File: config.mk
export PLATFORM = sky130hd
export DESIGN_NAME = ahb_lite_fir_cfg_slave_flat
export DESIGN_NICKNAME = d
export VERILOG_FILES = /design/src/rtl/ahb_lite_fir_cfg_slave_if.sv /design/src/rtl/ahb_lite_fir_cfg_slave.sv /design/src/flat_wrapper.sv
export SDC_FILE = /design/constraint.sdc
export NUM_CORES = 1
export LEC_CHECK = 0
export CORE_UTILIZATION = 35
export DETAILED_ROUTE_END_ITERATION = 8
export GPL_ROUTABILITY_DRIVEN = 1
export MAX_ROUTING_LAYER = met4
export PLACE_DENSITY_LB_ADDON = 0.08
export SLEW_MARGIN = 10
export SYNTH_ARGS = -nofsm -noshare
export SYNTH_HDL_FRONTEND = slang
export SYNTH_SLANG_ARGS = --single-unit
File: constraint.sdc
create_clock -name clk -period 5.6 [get_ports clk]
set_clock_uncertainty 0.05 [all_clocks]
set_input_delay 0.56 -clock clk [delete_from_list [all_inputs] [get_ports clk]]
set_output_delay 0.56 -clock clk [all_outputs]
set_load 0.01 [all_outputs]
File: src/rtl/ahb_lite_fir_cfg_slave_if.sv
// AHB-Lite bus bundle between the master and the FIR configuration slave.
interface ahb_lite_fir_cfg_slave_if #(
  parameter int HADDR_W = 6
);
  logic               hsel;
  logic [1:0]         htrans;
  logic [HADDR_W-1:0] haddr;
  logic [1:0]         hsize;
  logic               hwrite;
  logic [15:0]        hwdata;
  logic [15:0]        hrdata;
  logic               hready;
  logic               hresp;

  modport slave (
    input  hsel, htrans, haddr, hsize, hwrite, hwdata,
    output hrdata, hready, hresp
  );

  modport master (
    output hsel, htrans, haddr, hsize, hwrite, hwdata,
    input  hrdata, hready, hresp
  );
endinterface

File: src/rtl/ahb_lite_fir_cfg_slave.sv
// AHB-Lite register/coefficient/sample-FIFO front end for the FIR filter.
// Optional interrupt output enabled by defining FIR_CFG_IRQ_EN.
module ahb_lite_fir_cfg_slave #(
  parameter int NUM_COEFF    = 4,
  parameter int SAMPLE_DEPTH = 4,
  parameter int HADDR_W      = 6
) (
  input  logic                         clk,
  input  logic                         rst,
  ahb_lite_fir_cfg_slave_if.slave      bus,
  input  logic                         modwait,
  input  logic                         err,
  input  logic [15:0]                  fir_out,
  input  logic [$clog2(NUM_COEFF)-1:0] coefficient_num,
  input  logic                         coeff_load_done,
  input  logic                         sample_ack,
  output logic [15:0]                  fir_coefficient,
  output logic [15:0]                  sample_data,
  output logic                         data_ready,
  output logic                         new_coefficient_set
`ifdef FIR_CFG_IRQ_EN
  ,output logic                        irq
`endif
);
  localparam logic [1:0] HT_NONSEQ = 2'b10;
  localparam int         AW        = $clog2(SAMPLE_DEPTH);

  logic [15:0]        coeff [NUM_COEFF];
  logic [15:0]        mem   [SAMPLE_DEPTH];
  logic [AW:0]        wr_ptr, rd_ptr, count;
  logic [15:0]        last_sample;
  logic               ovf;

  logic               dp_valid, dp_write, dp_byte, dp_odd, dp_static_err, err2_q;
  logic [HADDR_W-2:0] dp_hidx;
  int                 a_h, dp_h;
  logic               accept, a_err, fifo_full;
  logic               push_ovf, err_now, wr_ok, rd_ok, push, pop, ctrl_wr, status_rd;
  logic [15:0]        status, rv;
  logic               irq_bit;

  function automatic logic [15:0] merge(input logic [15:0] old, input logic [15:0] wd,
                                        input logic byte_en, input logic odd);
    if (!byte_en) return wd;
    return odd ? {wd[15:8], old[7:0]} : {old[15:8], wd[7:0]};
  endfunction

  // Address phase: everything that can be decided without the data or FIFO state.
  assign a_h    = int'(bus.haddr[HADDR_W-1:1]);
  assign accept = bus.hsel && (bus.htrans == HT_NONSEQ) && bus.hready;
  assign a_err  = (bus.hsize >= 2'd2) || (a_h >= 4 + NUM_COEFF) ||
                  (bus.hwrite && a_h < 2) ||
                  (bus.hwrite && a_h == 2 && bus.hsize == 2'd0);

  // Data phase: overflow depends on the FIFO level in this very cycle.
  assign dp_h      = int'(dp_hidx);
  assign count     = wr_ptr - rd_ptr;
  assign fifo_full = (count == (AW+1)'(SAMPLE_DEPTH));
  assign push_ovf  = dp_valid && dp_write && !dp_static_err && dp_h == 2 &&
                     fifo_full && !sample_ack;
  assign err_now   = dp_valid && (dp_static_err || push_ovf);
  assign wr_ok     = dp_valid && !err_now && dp_write;
  assign rd_ok     = dp_valid && !err_now && !dp_write;
  assign push      = wr_ok && dp_h == 2;
  assign pop       = sample_ack && (count != '0);
  assign ctrl_wr   = wr_ok && dp_h == 3 && !(dp_byte && dp_odd);
  assign status_rd = rd_ok && dp_h == 0;

  assign bus.hready = !err_now;
  assign bus.hresp  = err_now || err2_q;

  assign data_ready  = (count != '0);
  assign sample_data = mem[rd_ptr[AW-1:0]];
  assign status      = {irq_bit, 6'b0, err, 4'b0, ovf, fifo_full, data_ready,
                        new_coefficient_set | modwait};

  always_comb begin
    rv = '0;
    case (dp_h)
      0: rv = status;
      1: rv = fir_out;
      2: rv = last_sample;
      3: rv = {15'b0, new_coefficient_set};
      default: for (int i = 0; i < NUM_COEFF; i++) if (dp_h == 4 + i) rv = coeff[i];
    endcase
  end

  always_comb begin
    bus.hrdata = '0;
    if (rd_ok) bus.hrdata = !dp_byte ? rv : (dp_odd ? {rv[15:8], 8'h0} : {8'h0, rv[7:0]});
  end

  always_comb begin
    fir_coefficient = '0;
    for (int i = 0; i < NUM_COEFF; i++)
      if (int'(coefficient_num) == i) fir_coefficient = coeff[i];
  end

  always_ff @(posedge clk) begin
    if (rst) begin
      dp_valid <= 1'b0; dp_write <= 1'b0; dp_byte <= 1'b0; dp_odd <= 1'b0;
      dp_static_err <= 1'b0; dp_hidx <= '0; err2_q <= 1'b0;
      wr_ptr <= '0; rd_ptr <= '0; last_sample <= '0; ovf <= 1'b0;
      new_coefficient_set <= 1'b0;
      for (int i = 0; i < NUM_COEFF; i++)    coeff[i] <= '0;
      for (int i = 0; i < SAMPLE_DEPTH; i++) mem[i]   <= '0;
    end else begin
      dp_valid <= accept;
      err2_q   <= err_now;
      if (accept) begin
        dp_write      <= bus.hwrite;
        dp_byte       <= (bus.hsize == 2'd0);
        dp_odd        <= bus.haddr[0];
        dp_hidx       <= bus.haddr[HADDR_W-1:1];
        dp_static_err <= a_err;
      end
      for (int i = 0; i < NUM_COEFF; i++)
        if (wr_ok && dp_h == 4 + i) coeff[i] <= merge(coeff[i], bus.hwdata, dp_byte, dp_odd);
      // A same-cycle control write takes priority over the FIR's load-done pulse.
      if (ctrl_wr)              new_coefficient_set <= bus.hwdata[0];
      else if (coeff_load_done) new_coefficient_set <= 1'b0;
      if (push_ovf)                     ovf <= 1'b1;
      else if (ctrl_wr && bus.hwdata[1]) ovf <= 1'b0;
      if (push) begin
        mem[wr_ptr[AW-1:0]] <= bus.hwdata;
        wr_ptr              <= wr_ptr + 1'b1;
        last_sample         <= bus.hwdata;
      end
      if (pop) rd_ptr <= rd_ptr + 1'b1;
    end
  end

`ifdef FIR_CFG_IRQ_EN
  logic err_q, ovf_set_q;
  assign irq_bit = irq;
  always_ff @(posedge clk) begin
    if (rst) begin
      err_q <= 1'b0; ovf_set_q <= 1'b0; irq <= 1'b0;
    end else begin
      err_q     <= err;
      ovf_set_q <= push_ovf;
      // Set wins over a clearing status read in the same cycle.
      irq       <= (err && !err_q) || ovf_set_q || (irq && !status_rd);
    end
  end
`else
  assign irq_bit = 1'b0;
`endif
endmodule
File: src/flat_wrapper.sv
// flat-port wrapper written by rule: the top's interface ports become plain ports
module ahb_lite_fir_cfg_slave_flat 
#(
  parameter int NUM_COEFF    = 4,
  parameter int SAMPLE_DEPTH = 4,
  parameter int HADDR_W      = 6
)
  (clk, rst, modwait, err, fir_out, coefficient_num, coeff_load_done, sample_ack, fir_coefficient, sample_data, data_ready, new_coefficient_set, bus_hsel, bus_htrans, bus_haddr, bus_hsize, bus_hwrite, bus_hwdata, bus_hrdata, bus_hready, bus_hresp);
  ahb_lite_fir_cfg_slave_if #(.HADDR_W(HADDR_W)) bus_i ();
  input  logic clk;
  input  logic rst;
  input  logic modwait;
  input  logic err;
  input  logic [15:0] fir_out;
  input  logic [$clog2(NUM_COEFF)-1:0] coefficient_num;
  input  logic coeff_load_done;
  input  logic sample_ack;
  output logic [15:0] fir_coefficient;
  output logic [15:0] sample_data;
  output logic data_ready;
  output logic new_coefficient_set;
  input wire logic [$bits(bus_i.hsel)-1:0] bus_hsel;
  input wire logic [$bits(bus_i.htrans)-1:0] bus_htrans;
  input wire logic [$bits(bus_i.haddr)-1:0] bus_haddr;
  input wire logic [$bits(bus_i.hsize)-1:0] bus_hsize;
  input wire logic [$bits(bus_i.hwrite)-1:0] bus_hwrite;
  input wire logic [$bits(bus_i.hwdata)-1:0] bus_hwdata;
  output wire logic [$bits(bus_i.hrdata)-1:0] bus_hrdata;
  output wire logic [$bits(bus_i.hready)-1:0] bus_hready;
  output wire logic [$bits(bus_i.hresp)-1:0] bus_hresp;
  assign bus_i.hsel = bus_hsel;
  assign bus_i.htrans = bus_htrans;
  assign bus_i.haddr = bus_haddr;
  assign bus_i.hsize = bus_hsize;
  assign bus_i.hwrite = bus_hwrite;
  assign bus_i.hwdata = bus_hwdata;
  assign bus_hrdata = bus_i.hrdata;
  assign bus_hready = bus_i.hready;
  assign bus_hresp = bus_i.hresp;
  ahb_lite_fir_cfg_slave #(.NUM_COEFF(NUM_COEFF), .SAMPLE_DEPTH(SAMPLE_DEPTH), .HADDR_W(HADDR_W)) u_core (.clk(clk), .rst(rst), .bus(bus_i), .modwait(modwait), .err(err), .fir_out(fir_out), .coefficient_num(coefficient_num), .coeff_load_done(coeff_load_done), .sample_ack(sample_ack), .fir_coefficient(fir_coefficient), .sample_data(sample_data), .data_ready(data_ready), .new_coefficient_set(new_coefficient_set));
endmodule
==> metrics.md, run 1 <==
| Metric | Value |
|---|---|
| Area occupied by multi-input gates | 3028 um2 |
| DR pass1 iterations | 5 |
| Die Height | 151.9 um |
| Detailed Route Iter0 Violations | 554 |
| Highest routed metal layer | met4 |
| Post-CTS Hold Fix Bufs | 0 |
| Remaining antenna violation count | 0 |
| Final estimated routing congestion in global placement | 0.7941 |
| Final hold vios | 0 |
| Worst-path cell with the longest stage delay | nor3b_4 |
| Initial standard-cell utilization of the core | 35.91% |
| Number of clock sinks | 165 |
| Fraction of synthesis flops using an asynchronous set or reset pin | 0% |
| Count of buffers added by post-CTS timing repair for setup | 0 |
| Flop and latch count out of synthesis | 165 |
| Area of the core | 21,890 um2 |
| Antenna violations before repair | 1 |
| Post-DR wirelength/cell | 22.68 um |
| Relative slew slack | 27.00% |
| Least-Margin Pin Slew | 1.093 ns |
| Clock H-tree levels | 4 |
| Met2 layer wire length in the routed design | 11,040 um |
| Power per standard cell area | 282.2 nW/um2 |
| Final Max Slew Viols | 0 |
| Highest cell delay on the worst timing path | 0.91 ns |
| Resize count post-CTS | 0 |
| Post-DP HPWL | 15,520 um |
| Final setup violation count | 0 |
| Synthesized area per cell | 12.76 um2 |
| Via count of the first global-routing pass | 5,578 |
| Global routing usage summed across all routing layers | 20.63% |
| Area grow syn2layout | 22.41% |
| Fraction of layout instances using a drive strength above 1 | 12.03% |
| Post-route DRC | 0 |
| Type of element capturing the critical path | output port |
| First-pass GRT wire length | 34,430 um |
| Startpoint type of the worst setup path | flop |
| Share of the core filled with cells | 43.96% |
| Largest buffer count on any clock path | 2 |
| Total congestion overflow | 0 |
| IO Count | 104 |
| LEAKAGE | 3.551 nW |
| Crit path kind | reg2out |
| Worst Path Buf+Inv | 1 |
| Arrival time worst endpoint | 3.56 ns |
| Number of warnings issued by yosys | 0 |
| Worst hold-check path type | reg2reg |
| Number of vias after detailed routing | 5,450 |
| CTS tree | done |
| Dominant synthesized flop cell | edfxtp_1 |
| Die Span X | 151.9 um |
| Die Area | 23,060 um2 |
| Routed metal-1 wirelength | 10,020 um |
| Largest net degree at the start of global routing | 34 |
| List of cells traversed by the critical path | nor2b_1 -> nor3b_4 -> a22oi_1 -> and3_1 -> nor3_1 -> clkdlybuf4s50_1 |
| Post-Synthesis Net Count | 672 |
| Fraction of the cycle the final worst path needs | 74.45% |
| Share of synthesized area occupied by flip-flops and latches | 58.32% |
| VDD IR-drop max | 0.2083 mV |
| Tmin final | 4.169 ns |
| Status | finished, final reports clean |
| Post-synthesis instance area | 7861 um2 |
| Clock transition at the register clock pins on the worst setup and hold paths after CTS | 0.07 ns |
| Routed wire length | 22,590 um |
| Core Rows | 54 |
| Count of unique library cells instantiated by Yosys | 58 |
| Max-capacitance violation count | 0 |
| Seq. cell area | 4584 um2 |
| Maximum clock frequency | 239.8 MHz |
| Number of nets in the final layout | 758 |
| CTS Root Buffer Type | clkbuf_16 |
| Unrepaired setup endpoints after global routing | no |
| Family of cells with the greatest summed delay on the critical path | simple AND/OR/NAND/NOR gates |
| Crit Path Max Fanout | 19 |
| Worst-skew pair later-pin latency | 0.42 ns |
| Post-Synthesis Cells | 616 |
| Slack of the worst reg-to-reg path | 2.33 ns |
| Number of enable flip-flop cells after synthesis | 128 |
| Met3 wirelength from detailed routing | 1126 um |
| Vias per cell | 5.472 |
| Total clock buffers created by CTS | 17 |
| Port Buffers | 103 |
| Fill count | 2,067 |
| Summed negative setup slack over all endpoints | 0 ns |
| Critical path data required time | 4.99 ns |
[sequential cells by signal, indices dropped and copies added (netlist names), named ones only]
register,cells
u_core.coeff,64
u_core.dp_byte,1
u_core.dp_hidx,5
u_core.dp_odd,1
u_core.dp_static_err,1
u_core.dp_valid,1
u_core.dp_write,1
u_core.err2_q,1
u_core.last_sample,16
u_core.mem,64
u_core.new_coefficient_set,1
u_core.ovf,1
u_core.rd_ptr,3
u_core.wr_ptr,3
[placed cells by master, fill, tap and decap left out, types with 13 or more instances in the layout]
cell               n
nor2_1            76
dfxtp_1           37
and3_1            13
a21oi_1           16
clkbuf_16         17
nand2_1           34
edfxtp_1         128
a21o_1            24
clkdlybuf4s50_1  102
a22oi_1           29
nor3_1            14
o21ai_0           13
and2_1            67
mux4_2            32
[cells in the mapped netlist (all sizes together), types with 13 or more instances]
master	number	area, um2
a21oi	16	80.08
dfxtp	37	740.7
a22oi	29	217.7
edfxtp	128	3844
mux4	32	720.7
nand2	34	127.6
and2	68	425.4
a21o	24	180.2
buf	23	157.6
o21ai	13	65.06
nor3	14	70.07
nor2	77	291.5
clkbuf	18	68.81
and3	13	81.33
[cell families after synthesis]
family | after synthesis | share of synthesized area (%)
buffers and inverters | 47 | 3.167
flip-flops | 165 | 58.32
multiplexers | 37 | 9.836
AND/OR/NAND/NOR | 237 | 16.12
XOR/XNOR | 5 | 0.7482
adder cells (fa/ha/maj) | 4 | 0.6367
AO/OA/AOI/OAI | 121 | 11.17
[metrics by stage]
| step | area [um2] | setup slack [ns] | power [W] | instances | hold WS [ns] |
|---|---|---|---|---|---|
| 2_1_floorplan | 7861 | 3.092 | 0.001486 | 616 | 0.3671 |
| 6_report | 9623 | 1.431 | 0.002716 | 996 | 0.4017 |
| 3_5_place_dp | 9049 | 1.951 | 0.001607 | 963 | 0.3910 |
| 4_1_cts | 9620 | 1.493 | 0.002738 | 995 | 0.4059 |
| 5_1_grt | 9623 | 1.276 | 0.002805 | 996 | 0.4275 |
| 3_3_place_gp | 9054 | 1.802 | 0.001605 | 963 | 0.3869 |
[area by class of cell]
cell class | instances | share of cell area [%]
clock inverter | 15 | 1.521
antenna | 1 | 0.02600
inverter | 6 | 0.2340
timing repair buffer | 108 | 11.05
multi-input combinational | 404 | 31.47
clock buffer | 17 | 4.421
tap | 280 | 3.641
sequential | 165 | 47.64
[layer usage]
metal / GRT usage [%] / vias up
met5: - / -
met4: 6.524 / 0
met3: 3.708 / 27
met2: 32.38 / 181
met1: 27.10 / 2739
li1: - / 2503
[path summary, 6_finish.rpt]
path	end	start	cells past startpoint
worst min-delay path	u_core.last_sample[14]	u_core.last_sample[14]	1
worst max register to register	u_core.mem[2][2]	u_core.dp_hidx[1]	5
worst max-delay path	bus_hrdata[6]	u_core.dp_hidx[0]	6
worst min register to register	u_core.last_sample[14]	u_core.last_sample[14]	1
[report_power, final]
group / switching [W] / internal, W / total, W
clock network: 0.000515 / 0.000622 / 0.00114
registers: 0.0000181 / 0.00135 / 0.00137
logic: 0.000114 / 0.0000983 / 0.000212
(Power assumes the default switching activity.)
==> run 2, diff against run 1 <==
==> constraint.sdc (replaced) <==
create_clock -name clk -period 3.5 [get_ports clk]
set_clock_uncertainty 0.05 [all_clocks]
set_input_delay 0.35 -clock clk [delete_from_list [all_inputs] [get_ports clk]]
set_output_delay 0.35 -clock clk [all_outputs]
set_load 0.01 [all_outputs]
==> metrics.md, run 2 (synthesis gave the netlist of run 1 again) <==
| Metric | Value |
|---|---|
| First-pass GRT wire length | 34,310 um |
| Initial standard-cell utilization of the core | 35.91% |
| Number of vias after detailed routing | 5,491 |
| Via count of the first global-routing pass | 5,688 |
| DP Worst Slack | 0.4375 ns |
| Summed negative setup slack over all endpoints | 0 ns |
| Global routing usage summed across all routing layers | 20.51% |
| Max-capacitance violation count | 0 |
| Type of element capturing the critical path | output port |
| Routed metal-1 wirelength | 10,010 um |
| Die Span X | 151.9 um |
| Largest registers | u_core.coeff: 64 flops, u_core.mem: 64 flops, u_core.last_sample: 16 flops |
| Arrival time worst endpoint | 2.92 ns |
| Vias per cell | 5.437 |
| CTS Root Buffer Type | clkbuf_16 |
| Core Rows | 54 |
| Pwr Total | 0.004338 W |
| Most common library cell in the layout ignoring fill and taps | edfxtp_1 |
| Die Area | 23,060 um2 |
| Number of clock sinks | 165 |
| Final estimated routing congestion in global placement | 0.8376 |
| VDD IR-drop max | 0.2989 mV |
| Final hold vios | 0 |
| Maximum clock frequency | 301.2 MHz |
| Post-route DRC | 0 |
| Clock transition at the register clock pins on the worst setup and hold paths after CTS | 0.07 ns |
| Most used cells in the layout excluding fill and tap cells | edfxtp_1 (128), clkdlybuf4s50_1 (103), nor2_1 (76) |
| Fraction of the cycle the final worst path needs | 94.86% |
| Antenna violations before repair | 0 |
| Startpoint type of the worst setup path | flop |
| Antenna Diode Count | 0 |
| Die Height | 151.9 um |
| Routed wire length | 22,530 um |
| Post-place instance area | 9179 um2 |
| Highest routed metal layer | met4 |
| Detailed Route Iter0 Violations | 450 |
| Remaining antenna violation count | 0 |
| DR pass1 iterations | 5 |
| LEAKAGE | 3.633 nW |
| Critical path data required time | 3.10 ns |
| Post-layout instance area | 9751 um2 |
| Worst setup slack after layout | 0.1798 ns |
| Total clock buffers created by CTS | 17 |
| Area grow syn2layout | 24.03% |
| Total congestion overflow | 0 |
| Worst hold-check path type | reg2reg |
| Crit Path Max Fanout | 5 |
| Least-Margin Pin Slew | 0.9214 ns |
| Largest buffer count on any clock path | 2 |
| Tmin final | 3.320 ns |
| Fraction of layout instances using a drive strength above 1 | 13.70% |
| Post-DR wirelength/cell | 22.30 um |
| Relative slew slack | 38.57% |
| Status | finished, final reports clean |
| IO Count | 104 |
| Final setup violation count | 0 |
| Count of buffers added by post-CTS timing repair for setup | 0 |
| CTS tree | done |
| Worst-skew pair later-pin latency | 0.43 ns |
| Met3 wirelength from detailed routing | 1093 um |
| Largest net degree at the start of global routing | 33 |
| Final Max Slew Viols | 0 |
| Area of the core | 21,890 um2 |
| Number of nets in the final layout | 773 |
| Crit path kind | reg2out |
| Post-CTS Hold Fix Bufs | 0 |
| Unrepaired setup endpoints after global routing | no |
| Power per standard cell area | 444.9 nW/um2 |
| Post-DP HPWL | 15,630 um |
| Worst hold slack across all endpoints | 0.4072 ns |
| Met2 layer wire length in the routed design | 11,010 um |
| Resize count post-CTS | 1 |
| Port Buffers | 103 |
| Clock H-tree levels | 4 |
==> run 2: changes by cell type in the layout (fill, tap and decap cells not counted), sizes merged <==
cell           previous run  this run
buf                       6        20
clkbuf                   17        18
clkdlybuf4s50           102       103
clkinv                    5         7
clkinvlp                  4         3
diode                     1         0
inv                      11         9
==> run 2: final cells by class <==
| class | count | area [um2] |
|---|---|---|
| multi-input cells | 404 | 3043 |
| clock buffers | 18 | 429.2 |
| inverters | 6 | 22.52 |
| clock inverters | 14 | 127.6 |
| well taps | 280 | 350.3 |
| fillers | 2047 | 12140 |
| flip-flops and latches | 165 | 4584 |
| repair buffers | 123 | 1194 |
==> run 2: stage by stage <==
step / cells / util (%)
floorplan: 616 / -
global placement: 978 / 41.93
detailed placement: 978 / 41.93
CTS: 1010 / 44.51
global route: 1010 / 44.54
finish: 1010 / 44.54
==> run 2: worst max-delay path, stage by stage, from the launching register on <==
cell,delay (ns)
dfxtp_1,0.38
inv_1,0.15
ha_1,0.15
nor2b_1,0.33
xor2_2,0.18
o31a_1,0.27
a2bb2oi_1,0.13
a211oi_1,0.30
clkdlybuf4s50_1,0.59
==> run 2: where the power goes <==
| part | switching, W | leakage [nW] | total [W] | internal (W) |
|---|---|---|---|---|
| Clock | 0.000822 | 0.265 | 0.00181 | 0.000984 |
| Combinational | 0.000185 | 1.75 | 0.000348 | 0.000163 |
| Sequential | 0.0000267 | 1.62 | 0.00218 | 0.00216 |
==> run 2: final timing paths <==
check,slack [ns],start,depth (start not counted),end
worst max register to register,0.76,u_core.wr_ptr[0],7,u_core.mem[1][6]
worst max-delay path,0.18,u_core.wr_ptr[0],8,bus_hrdata[2]
worst min register to register,0.41,u_core.last_sample[7],1,u_core.last_sample[7]
worst min-delay path,0.41,u_core.last_sample[7],1,u_core.last_sample[7]
==> run 2: layer usage <==
layer	global-route usage [%]	vias up
met5	-	-
met4	7.048	0
met3	3.366	25
met2	33.03	173
met1	26.21	2767
li1	-	2526
==> run 3, diff against run 2 <==
==> constraint.sdc (replaced) <==
create_clock -name clk -period 3.5 [get_ports clk]
set_clock_uncertainty 0.05 [all_clocks]
set_input_delay 0.525 -clock clk [delete_from_list [all_inputs] [get_ports clk]]
set_output_delay 0.525 -clock clk [all_outputs]
set_load 0.01 [all_outputs]
==> metrics.md, run 3 (synthesis gave the netlist of run 1 again) <==
| Metric | Value |
|---|---|
| Status | finished, final reports clean |
| Die Area | 23,060 um2 |
| Via count of the first global-routing pass | 5,496 |
| IO Count | 104 |
| Area of the core | 21,890 um2 |
| Remaining antenna violation count | 0 |
| Most frequent cell on the critical path | buf_4 |
| Arrival time worst endpoint | 2.84 ns |
| Maximum clock frequency | 292.9 MHz |
| Antenna Diode Count | 0 |
| First-pass GRT wire length | 34,360 um |
| Fraction of the cycle the final worst path needs | 97.55% |
| Worst flop-to-flop path startpoint | u_core.wr_ptr[0] |
| Least-Margin Pin Slew | 0.8280 ns |
| Startpoint type of the worst setup path | flop |
| CTS Root Buffer Type | clkbuf_16 |
| DR pass1 iterations | 5 |
| CTS tree | done |
| Global routing usage summed across all routing layers | 20.74% |
| Clock transition at the register clock pins on the worst setup and hold paths after CTS | 0.06 ns |
| Critical path data required time | 2.92 ns |
| Number of nets in the final layout | 777 |
| Type of element capturing the critical path | output port |
| Initial standard-cell utilization of the core | 35.91% |
| Largest buffer count on any clock path | 2 |
| LEAKAGE | 3.655 nW |
| Clock H-tree levels | 4 |
| Unrepaired setup endpoints after global routing | no |
| Highest cell delay on the worst timing path | 0.63 ns |
| Die Span X | 151.9 um |
| Port Buffers | 103 |
| Die Height | 151.9 um |
| Vias per cell | 5.403 |
| Max-capacitance violation count | 0 |
| Post-layout instance area | 9776 um2 |
| Most used cells in the layout excluding fill and tap cells | edfxtp_1 (128), clkdlybuf4s50_1 (103), nor2_1 (76) |
| Post-route DRC | 0 |
| Largest registers | u_core.coeff: 64 flops, u_core.mem: 64 flops, u_core.last_sample: 16 flops |
| Worst-skew pair later-pin latency | 0.42 ns |
| Fraction of layout instances using a drive strength above 1 | 14.17% |
| Final estimated routing congestion in global placement | 0.8155 |
| Total congestion overflow | 0 |
| Post-DR wirelength/cell | 22.23 um |
| Crit Path Max Fanout | 19 |
| Non-Filler Instances | 1,014 |
| Total clock buffers created by CTS | 17 |
| Routed wire length | 22,540 um |
| Most common library cell in the layout ignoring fill and taps | edfxtp_1 |
| Final hold vios | 0 |
| Largest net degree at the start of global routing | 33 |
| VDD IR-drop max | 0.3469 mV |
| Hold path startpoint | u_core.last_sample[3] |
| Tmin final | 3.414 ns |
| Relative slew slack | 44.67% |
| Count of buffers added by post-CTS timing repair for setup | 0 |
| Worst hold-check path type | reg2reg |
| Power per standard cell area | 437.2 nW/um2 |
| Worst Path Buf+Inv | 3 |
| Crit. Startpoint | u_core.dp_hidx[0] |
| Final Max Slew Viols | 0 |
| Family of cells with the greatest summed delay on the critical path | buffers and inverters |
| Number of clock sinks | 165 |
| Number of vias after detailed routing | 5,479 |
| Summed negative setup slack over all endpoints | 0 ns |
| Core Rows | 54 |
| Worst-path cell with the longest stage delay | clkdlybuf4s50_1 |
| Crit path kind | reg2out |
| Final setup violation count | 0 |
| List of cells traversed by the critical path | buf_4 -> nor4_4 -> buf_4 -> a22oi_1 -> and3_1 -> nor3_1 -> clkdlybuf4s50_1 |
| Area grow syn2layout | 24.35% |
| Detailed Route Iter0 Violations | 493 |
| Antenna violations before repair | 0 |
| Post-DP HPWL | 15,820 um |
| Inst Count DP | 982 |
| Post-place instance area | 9209 um2 |
run 3: changes by cell type in the layout (fill, tap and decap cells not counted), sizes merged:
cell      before  now
buf           20   24
clkbuf        18   20
clkinvlp       3    2
inv            9    8
run 3: cell type report:
type / count / area (um2)
repair buffers: 127 / 1224
clock inverters: 12 / 105.1
fillers: 2062 / 12120
flip-flops and latches: 165 / 4587
well taps: 280 / 350.3
inverters: 6 / 22.52
clock buffers: 20 / 436.7
multi-input cells: 404 / 3050
run 3: through the flow:
step / hold WS [ns] / utilization, % / total power, W / setup slack, ns
floorplan: 0.3671 / - / 0.002377 / 1.027
finish: 0.4065 / 44.66 / 0.004274 / 0.08590
detailed placement: 0.3928 / 42.07 / 0.002581 / 0.3654
global route: 0.4271 / 44.66 / 0.004423 / 0.001855
global placement: 0.3884 / 42.07 / 0.002579 / 0.4173
CTS: 0.4069 / 44.59 / 0.004316 / 0.005662
run 3: repair_timing:
action,4_1_cts,5_1_grt
resized for setup,2,5
setup endpoints to repair,1,8
hold buffers,0,0
run 3: final timing paths:
kind         depth (start not counted)               endpoint  slack [ns]
min                                  1  u_core.last_sample[3]        0.41
min reg2reg                          1  u_core.last_sample[3]        0.41
max reg2reg                          7       u_core.mem[1][4]        0.54
max                                  7          bus_hrdata[6]        0.09
run 3: report_power, final:
group	internal [W]	switching, W
clock network	0.000977	0.000759
registers	0.00216	0.0000280
logic	0.000167	0.000185
run 3: metal layers:
layer	share of wire [%]	up-vias	global-route usage, %	routed length (um)
li1	-	2534	-	-
met1	44	2729	27.66	9993
met2	48	185	32.36	10910
met3	4.9	31	2.767	1110
met4	2.3	0	7.571	527
met5	0	-	-	0
